<file path="config.mk">
export PLATFORM = sky130hd
export DESIGN_NAME = param_apply_ctrl
export DESIGN_NICKNAME = d
export VERILOG_FILES = /design/src/rtl/param_apply_ctrl.sv
export SDC_FILE = /design/constraint.sdc
export NUM_CORES = 1
export LEC_CHECK = 0
export BUFFER_PORTS_ARGS = -buffer_cell sky130_fd_sc_hd__buf_2
export CAP_MARGIN = 20
export CORE_ASPECT_RATIO = 1.4
export CORE_MARGIN = 4
export CORE_UTILIZATION = 28
export DETAILED_ROUTE_END_ITERATION = 8
export GPL_TIMING_DRIVEN = 0
export PLACE_DENSITY = 0.56
export SLEW_MARGIN = 0
export SYNTH_ARGS = -nofsm -noshare
export SYNTH_HDL_FRONTEND = slang
export SYNTH_SLANG_ARGS = --single-unit
export TNS_END_PERCENT = 10
</file>
<file path="constraint.sdc">
create_clock -name clk_65mhz -period 5.5 [get_ports clk_65mhz]
set_clock_uncertainty 0.15 [all_clocks]
set_input_delay 1.1 -clock clk_65mhz [delete_from_list [all_inputs] [get_ports clk_65mhz]]
set_output_delay 1.1 -clock clk_65mhz [all_outputs]
set_load 0.03 [all_outputs]
</file>
<file path="src/rtl/param_apply_ctrl.sv">
// param_apply_ctrl
//
// Sits between param_selector and the autotune audio datapath. The user can
// change parameters at any moment from button presses. This block commits a
// change to the datapath only at a frame boundary, while the pipeline is held.
// Rapid successive edits are coalesced into one update. If the datapath never
// acknowledges the hold, the block still commits and raises a sticky error.
//
// Ports:
//   clk_65mhz             in   system clock
//   rst_n                 in   asynchronous active-low reset
//   sampling_rate         in   [15:0] requested rate from param_selector
//   scale_factor          in   [2:0]  requested musical scale factor
//   mode                  in   [1:0]  requested display/processing mode
//   live                  in          requested live-input enable
//   frame_done            in          one-cycle pulse at datapath frame boundary
//   dp_idle               in          datapath idle (no frame in flight)
//   hold_ack              in          datapath has stalled in response to hold_req
//   clear_err             in          clears timeout_err
//   hold_req              out         request datapath stall
//   active_sampling_rate  out  [15:0] committed rate
//   active_scale_factor   out  [2:0]  committed scale
//   active_mode           out  [1:0]  committed mode
//   active_live           out         committed live
//   cfg_update            out         one-cycle pulse when active_* change
//   busy                  out         high whenever a transaction is in progress
//   timeout_err           out         sticky, set on hold_ack timeout

module param_apply_ctrl #(
  parameter logic [15:0] DEF_RATE       = 16'd8000,
  parameter logic [2:0]  DEF_SCALE      = 3'd0,
  parameter logic [1:0]  DEF_MODE       = 2'd0,
  parameter logic        DEF_LIVE       = 1'b0,
  parameter int unsigned SETTLE_CYCLES  = 16,
  parameter int unsigned TIMEOUT_CYCLES = 4096
) (
  input  logic        clk_65mhz,
  input  logic        rst_n,
  input  logic [15:0] sampling_rate,
  input  logic [2:0]  scale_factor,
  input  logic [1:0]  mode,
  input  logic        live,
  input  logic        frame_done,
  input  logic        dp_idle,
  input  logic        hold_ack,
  input  logic        clear_err,
  output logic        hold_req,
  output logic [15:0] active_sampling_rate,
  output logic [2:0]  active_scale_factor,
  output logic [1:0]  active_mode,
  output logic        active_live,
  output logic        cfg_update,
  output logic        busy,
  output logic        timeout_err
);

  localparam logic [2:0] ST_IDLE       = 3'd0;
  localparam logic [2:0] ST_WAIT_FRAME = 3'd1;
  localparam logic [2:0] ST_STALL      = 3'd2;
  localparam logic [2:0] ST_APPLY      = 3'd3;
  localparam logic [2:0] ST_SETTLE     = 3'd4;

  localparam int TMO_W = (TIMEOUT_CYCLES > 1) ? $clog2(TIMEOUT_CYCLES) : 1;
  localparam int SET_W = (SETTLE_CYCLES > 1) ? $clog2(SETTLE_CYCLES) : 1;

  localparam logic [TMO_W-1:0] TMO_LAST = TMO_W'(TIMEOUT_CYCLES - 1);
  localparam logic [SET_W-1:0] SET_LAST = SET_W'(SETTLE_CYCLES - 1);

  logic [2:0]       state;
  logic [2:0]       next_state;
  logic [TMO_W-1:0] tmo_cnt;
  logic [SET_W-1:0] settle_cnt;
  logic             diff;
  logic             timeout_fire;

  // Next-state logic. Requested parameters are compared against the committed
  // ones every cycle. A revert while waiting for a frame boundary abandons the
  // transaction; the revert test takes priority over a boundary in the same
  // cycle because there would be nothing left to commit.
  always_comb begin
    diff = {sampling_rate, scale_factor, mode, live} !=
           {active_sampling_rate, active_scale_factor, active_mode, active_live};
    next_state   = state;
    timeout_fire = 1'b0;
    case (state)
      ST_IDLE: begin
        if (diff) next_state = ST_WAIT_FRAME;
      end
      ST_WAIT_FRAME: begin
        if (!diff)                      next_state = ST_IDLE;
        else if (frame_done || dp_idle) next_state = ST_STALL;
      end
      ST_STALL: begin
        if (hold_ack) begin
          next_state = ST_APPLY;
        end else if (tmo_cnt == TMO_LAST) begin
          next_state   = ST_APPLY;
          timeout_fire = 1'b1;
        end
      end
      ST_APPLY: begin
        next_state = ST_SETTLE;
      end
      ST_SETTLE: begin
        if (settle_cnt == SET_LAST) next_state = ST_IDLE;
      end
      default: begin
        next_state = ST_IDLE;
      end
    endcase
  end

  // State register and the two counters. Each counter runs only while its
  // state is held and returns to zero otherwise, so every entry starts from 0.
  always_ff @(posedge clk_65mhz or negedge rst_n) begin
    if (!rst_n) begin
      state      <= ST_IDLE;
      tmo_cnt    <= '0;
      settle_cnt <= '0;
    end else begin
      state <= next_state;
      if (state == ST_STALL && next_state == ST_STALL) tmo_cnt <= tmo_cnt + TMO_W'(1);
      else                                             tmo_cnt <= '0;
      if (state == ST_SETTLE && next_state == ST_SETTLE) settle_cnt <= settle_cnt + SET_W'(1);
      else                                               settle_cnt <= '0;
    end
  end

  // Registered outputs. hold_req and busy are decoded from the upcoming state
  // so they line up exactly with the state register. The committed parameters
  // take the live input values in APPLY, which folds in any edits made while
  // waiting; cfg_update marks the cycle those new values first appear.
  always_ff @(posedge clk_65mhz or negedge rst_n) begin
    if (!rst_n) begin
      hold_req             <= 1'b0;
      busy                 <= 1'b0;
      cfg_update           <= 1'b0;
      active_sampling_rate <= DEF_RATE;
      active_scale_factor  <= DEF_SCALE;
      active_mode          <= DEF_MODE;
      active_live          <= DEF_LIVE;
    end else begin
      hold_req   <= (next_state == ST_STALL) || (next_state == ST_APPLY) ||
                    (next_state == ST_SETTLE);
      busy       <= (next_state != ST_IDLE);
      cfg_update <= (state == ST_APPLY);
      if (state == ST_APPLY) begin
        active_sampling_rate <= sampling_rate;
        active_scale_factor  <= scale_factor;
        active_mode          <= mode;
        active_live          <= live;
      end
    end
  end

  // Sticky timeout flag. A timeout in the same cycle as clear_err wins so an
  // error is never lost.
  always_ff @(posedge clk_65mhz or negedge rst_n) begin
    if (!rst_n)            timeout_err <= 1'b0;
    else if (timeout_fire) timeout_err <= 1'b1;
    else if (clear_err)    timeout_err <= 1'b0;
  end

endmodule

</file>
==> impl_results.md, run 1 <==
* Via-per-instance ratio at 4.41
* Initial antenna violation count at 0
* Residual DRC at 0
* Startpoint types: input pin
* Root Buffer: clkbuf_8
* Starting Density at 0.286
* HP Class: reg2reg
* Main synth FF type: dfrtp_1
* Vias in the first global route at 1,518
* DRT antenna net count at 0
* Fin crit period at 2.37 ns
* Multi-input gate area at 923 um^2
* H-tree levels at 2
* CTS tree: yes
* Clock transition at the registers of the reported paths at 0.08 ns
* Post-synthesis cell type count at 29
* Final setup TNS at 0 ns
* Most common cell after layout, fill and taps aside: buf_2
* Tcrit/Tclk final at 0.431
* CP Capture Type: flop
* Router iterations before antenna repair at 4
* Clk sink count at 45
* Post-Route WL at 4.35 mm
* Post-Place Worst Slack at 2.81 ns
* Reg area at 0.00113 mm^2
* Post-synthesis net count at 202
* Die Y at 110 um
* Full die area at 0.00893 mm^2
* Unrepaired setup endpoints after global routing: no
* Worst VDD drop at 0.233 mV
* Die width at 81.0 um
* Hpwl dp at 3.21 mm
* Crit Path Class: in2reg
* DRT iter0 DRCs at 29
* Worst-Margin Slew at 0.777 ns
* Synthesized area per cell at 12.1 um^2
* Seq cells post-synth at 45
* First-pass GRT wire length at 7.37 mm
* Share of cells above drive strength 1 at 0.406
* RD Place Congestion at 0.692
* FMAX at 0.422 GHz
* Worst path arrival time at 2.35 ns
* Syn Std Cell Area at 0.00209 mm^2
* Nets at 263
* Post-Synthesis Cells at 172
* Leakage at 1.14 nW
* Final setup violation count at 0
* Slew Limit Fails at 0
* YS warnings at 0
* Core area at 0.00731 mm^2
* Post-CTS setup buffers at 0
* Post-synth EDFFs at 0
* Area grow syn2layout at 23.8%
* Most frequent cells in the layout: buf_2 (55), dfrtp_1 (39), xnor2_1 (25), mux2_2 (22), nor2_1 (17)
* # rows at 37
* Largest net degree at the start of global routing at 46
* Final WS setup at 3.13 ns
* TritonCTS buffer count at 5
* Req. time, crit path at 5.48 ns
* Final Hold Vio Count at 0
* Wirelength per Cell at 13.2 um
* CP max FO at 4
* Ports at 54
* RR Startpoint: active_sampling_rate[11]
* Pwr Density at 532 mW/mm^2
* Max clock buf depth at 2
* Origin of the worst setup path: sampling_rate[11]
* Max_cap viols at 0
* CTS resizes at 0
* # port buffers at 53
* Filler cell count at 780
* Status: complete, no violations
* Antenna fix cells at 0
* Total number of vias at 1,461
* Latest clock arrival within the worst-skew pair at 0.29 ns
* Hold-fix buffers, CTS at 0
* Worst hold start: settle_cnt[0]
* Total GRT Usage at 0.110
* Async SR Flop Fraction at 1.00
* Register area share after synthesis at 0.543
* Rel. slew slack at 0.477
* Total gr overflow at 0
-- worst max-delay path, cell delays in order --
cell,delay [ns]
buf_2,0.11
xnor2_1,0.16
nand4_1,0.13
nor4_1,0.70
a22oi_1,0.14
-- cells in the mapped netlist (all sizes together) (3+ instances only) --
library cell,number,area share
mux2,22,0.12
xnor2,25,0.10
a21oi,3,0.0072
xor2,9,0.038
dfstp,6,0.075
inv,3,0.0054
dfrtp,39,0.47
nand2,5,0.0090
nor2,17,0.031
and4,4,0.018
nand3,7,0.017
nor3,3,0.0072
buf,3,0.010
nand4,8,0.024
-- where the power goes --
part | total, mW | switching, mW | leakage [nW] | internal (mW)
clock | 0.210 | 0.107 | 0.0455 | 0.103
combinational | 0.620 | 0.364 | 0.540 | 0.256
sequential | 0.546 | 0.0892 | 0.560 | 0.457
-- per-stage QoR --
step           total power [mW]  utilization  cell area, um^2  std cells  hold WS, ns
6_report                   1.38        0.354             2590        331        0.317
5_1_grt                    1.48        0.354             2590        331        0.356
4_1_cts                    1.40        0.351             2570        330        0.321
3_5_place_dp               1.18        0.339             2480        322        0.308
3_3_place_gp               1.17        0.339             2480        322        0.299
2_1_floorplan              1.00            -             2090        172        0.283
-- logic make-up (layout without fill, tap and decap cells) --
family / after synthesis / count (layout) / share of synthesized area
XOR/XNOR: 34 / 34 / 0.143
AO/OA/AOI/OAI: 9 / 9 / 0.0275
adder cells (fa/ha/maj): 2 / 2 / 0.0120
multiplexers: 22 / 22 / 0.119
flip-flops: 45 / 45 / 0.543
buffers and inverters: 6 / 68 / 0.0156
AND/OR/NAND/NOR: 54 / 54 / 0.141
-- area by class of cell --
type / instances / area share
sequential: 45 / 0.438
tap: 97 / 0.0469
inverter: 3 / 0.00435
multi-input combinational: 121 / 0.357
timing repair buffer: 54 / 0.110
buffer: 3 / 0.00822
clock buffer: 8 / 0.0348
-- worst paths after layout --
kind	slack (ns)	cells past startpoint	endpoint
worst max-delay path	3.13	5	busy
min in group asynchronous	0.61	1	tmo_cnt[7]
worst min-delay path	0.32	1	settle_cnt[0]
worst min register to register	0.32	1	settle_cnt[0]
max in group asynchronous	4.08	2	active_mode[0]
worst max register to register	3.52	4	busy
-- routing by layer --
| layer | vias up | share of wire | GRT usage | routed length (um) |
|---|---|---|---|---|
| met5 | - | 0 | 0 | 0 |
| met4 | 0 | 0.022 | 0.0543 | 97 |
| met3 | 5 | 0.062 | 0.0301 | 270 |
| met2 | 39 | 0.51 | 0.182 | 2220 |
| met1 | 697 | 0.41 | 0.130 | 1770 |
| li1 | 720 | - | - | - |
-- state kept, by name, summed over array words and instances (netlist names) --
signal and flops:
active_mode 2, state 3, cfg_update 1, timeout_err 1
tmo_cnt 12, active_scale_factor 3, busy 1, hold_req 1
active_sampling_rate 16, active_live 1, settle_cnt 4
No activity file was read; power rests on OpenSTA's default activity.
==> inputs of run 2 (changes only) <==
ABC_AREA = 1   (was unset)
PLACE_DENSITY = 0.55   (was 0.56)
clock period = 2.5 ns   (was 5.5 ns; I/O delays follow)
==> run 2 against run 1 <==
- setup slack lost 2.5 ns
- hold slack lost 0.064 ns
- routed wire length grew 13%
- highest routed layer unchanged
- area after synthesis grew 11%
==> impl_results.md, run 2 <==
* Antenna fix cells at 0
* Full die area at 0.00981 mm^2
* Die width at 84.8 um
* YS warnings at 0
* Share of cells above drive strength 1 at 0.232
* Startpoint types: flop
* Top Registers: active_sampling_rate x16, tmo_cnt x12, settle_cnt x4
* Worst-Margin Slew at 0.408 ns
* Largest register by flop count: active_sampling_rate
* Top-area cell type share of the netlist area at 0.422
* DRT antenna net count at 0
* Total number of vias at 1,948
* Synth area leaders: dfrtp_1 (42%), nand2_1 (17%), inv_1 (8.6%), dfstp_2 (6.8%), nor2_1 (4.9%)
* TritonCTS buffer count at 5
* Clock transition at the registers of the reported paths at 0.06 ns
* Largest net degree at the start of global routing at 46
* CP Capture Type: flop
* Leakage at 1.54 nW
* Post-Place Worst Slack at 0.525 ns
* Worst VDD drop at 0.479 mV
* Crit Path Class: reg2reg
* # rows at 39
* Design Area, Final at 0.00290 mm^2
* Max reg flops at 16
* H-tree levels at 2
* Post-synthesis cell type count at 22
* Area grow syn2layout at 25.4%
* Unrepaired setup endpoints after global routing: no
* Rel. slew slack at 0.728
* R2R depth at 9
* Root Buffer: clkbuf_16
* CP max FO at 3
* Post-synth EDFFs at 0
* Core area at 0.00810 mm^2
* Via-per-instance ratio at 4.15
* Seq cells post-synth at 45
* Hold Slack at 0.253 ns
* Total GRT Usage at 0.107
* DRT iter0 DRCs at 66
* Worst path arrival time at 1.88 ns
* Post-Route Utilization at 0.358
* Syn Std Cell Area at 0.00231 mm^2
* Status: complete, no violations
* FMAX at 0.532 GHz
* Nets at 396
* Hpwl dp at 3.68 mm
* CTS resizes at 0
* HP Class: in2reg
* Starting Density at 0.286
* Synth cell count leaders: nand2_1 (106), inv_1 (53), dfrtp_1 (39)
* CTS tree: yes
* Ports at 54
* # port buffers at 53
* RD Place Congestion at 0.767
* Max clock buf depth at 2
* Die Y at 116 um
* Vias in the first global route at 1,928
* Placed Cells incl. Taps at 459
* Latest clock arrival within the worst-skew pair at 0.28 ns
* Initial antenna violation count at 0
* Final setup violation count at 0
* Clk sink count at 45
* Post-Route WL at 4.93 mm
* Yosys top cell by area: dfrtp_1
* Synthesized area per cell at 7.61 um^2
* Post-CTS setup buffers at 0
* Total gr overflow at 0
* Crit-path slowest cell: dfstp_2
* Cell Chain, Critical Path: inv_1 -> nand2_1 -> nand2_1 -> nor2_1 -> nand2_1 -> nor2_1 -> nand3_1 -> a21oi_1 -> nand3_1
* Worst path depth at 9
* Non-filler cells, final at 469
* Post-synthesis net count at 334
* Final WS setup at 0.622 ns
* Slew Limit Fails at 0
* Most frequent CP cell: nand2_1
* Max incr delay on CP at 0.54 ns
* Total power at 3.32 mW
* Req. time, crit path at 2.50 ns
* Crit path max-delay family: simple AND/OR/NAND/NOR gates
* Async SR Flop Fraction at 1.00
* Main synth FF type: dfrtp_1
* Wirelength per Cell at 10.5 um
* Hold depth at 2
* Pwr Density at 1140 mW/mm^2
* Post-Synthesis Cells at 304
* Router iterations before antenna repair at 4
* Bufs and invs on worst path at 1
* First-pass GRT wire length at 8.41 mm
* Placed Area at 0.00271 mm^2
* Residual DRC at 0
* Final Hold Vio Count at 0
* Tcrit/Tclk final at 0.751
* Most frequent cells in the layout: nand2_1 (106), buf_2 (56), inv_1 (53), dfrtp_1 (39), nor2_1 (30)
* Most common cell after layout, fill and taps aside: nand2_1
* Register area share after synthesis at 0.490
* Most numerous cell in the Yosys netlist: nand2_1
* Max_cap viols at 0
* Fin crit period at 1.88 ns
* Final setup TNS at 0 ns
## run 2: cell count changes after synthesis, sizes merged, moves of 4 or more
cell	delta
nand2	+102
inv	+50
nor2	+23
mux2	-22
xnor2	-21
o21ai	+19
nand4	-7
and4	-4
## run 2: worst reg2reg max path: cells and delay by family, from the launching register on
family | cells | cell delay [ns]
AOI/OAI and AO/OA | 1 | 0.27
buffers and inverters | 1 | 0.05
DFF | 1 | 0.54
and+or+nand+nor | 7 | 0.74
## run 2: cell families (layout without fill, tap and decap cells)
| logic type | Yosys count | count (layout) | synth area share |
|---|---|---|---|
| fa+ha+maj | 2 | 2 | 0.0108 |
| buf+inv | 58 | 121 | 0.0989 |
| xor+xnor | 14 | 14 | 0.0530 |
| simple gates | 162 | 162 | 0.298 |
| compound gates | 23 | 23 | 0.0497 |
| flops | 45 | 45 | 0.490 |
## run 2: cell type report
class                   instances  area (um^2)
plain buffers                   5         30.0
clock buffers                   6          129
clock inverters                 2         35.0
fillers                       868         5200
inverters                      53          199
multi-input cells             201          952
flip-flops and latches         45         1130
well taps                     102          128
repair buffers                 55          295
## run 2: routing by layer
layer,vias up,part of all wire,global-route usage
met2,35,0.50,0.194
met3,4,0.048,0.0292
met5,-,0,0
met4,0,0.0097,0.0327
met1,887,0.44,0.121
li1,1022,-,-
## run 2: worst paths after layout
path / startpoint / end / slack (ns)
min in group asynchronous: rst_n / cfg_update / 0.50
setup reg to reg: active_sampling_rate[9] / busy / 0.62
setup / recovery: active_sampling_rate[9] / busy / 0.62
max in group asynchronous: rst_n / active_sampling_rate[8] / 1.17
hold reg to reg: tmo_cnt[0] / tmo_cnt[0] / 0.32
hold / removal: clear_err / timeout_err / 0.25
## run 2: power by group
part	switching (mW)	internal, mW
sequential	0.178	1.00
clock	0.265	0.470
combinational	0.984	0.425
total	1.43	1.90
## run 2: repair_timing
item,in CTS,in global routing
endpoints found under the setup margin,0,0
hold endpoints to repair,0,10
hold buffers,0,1
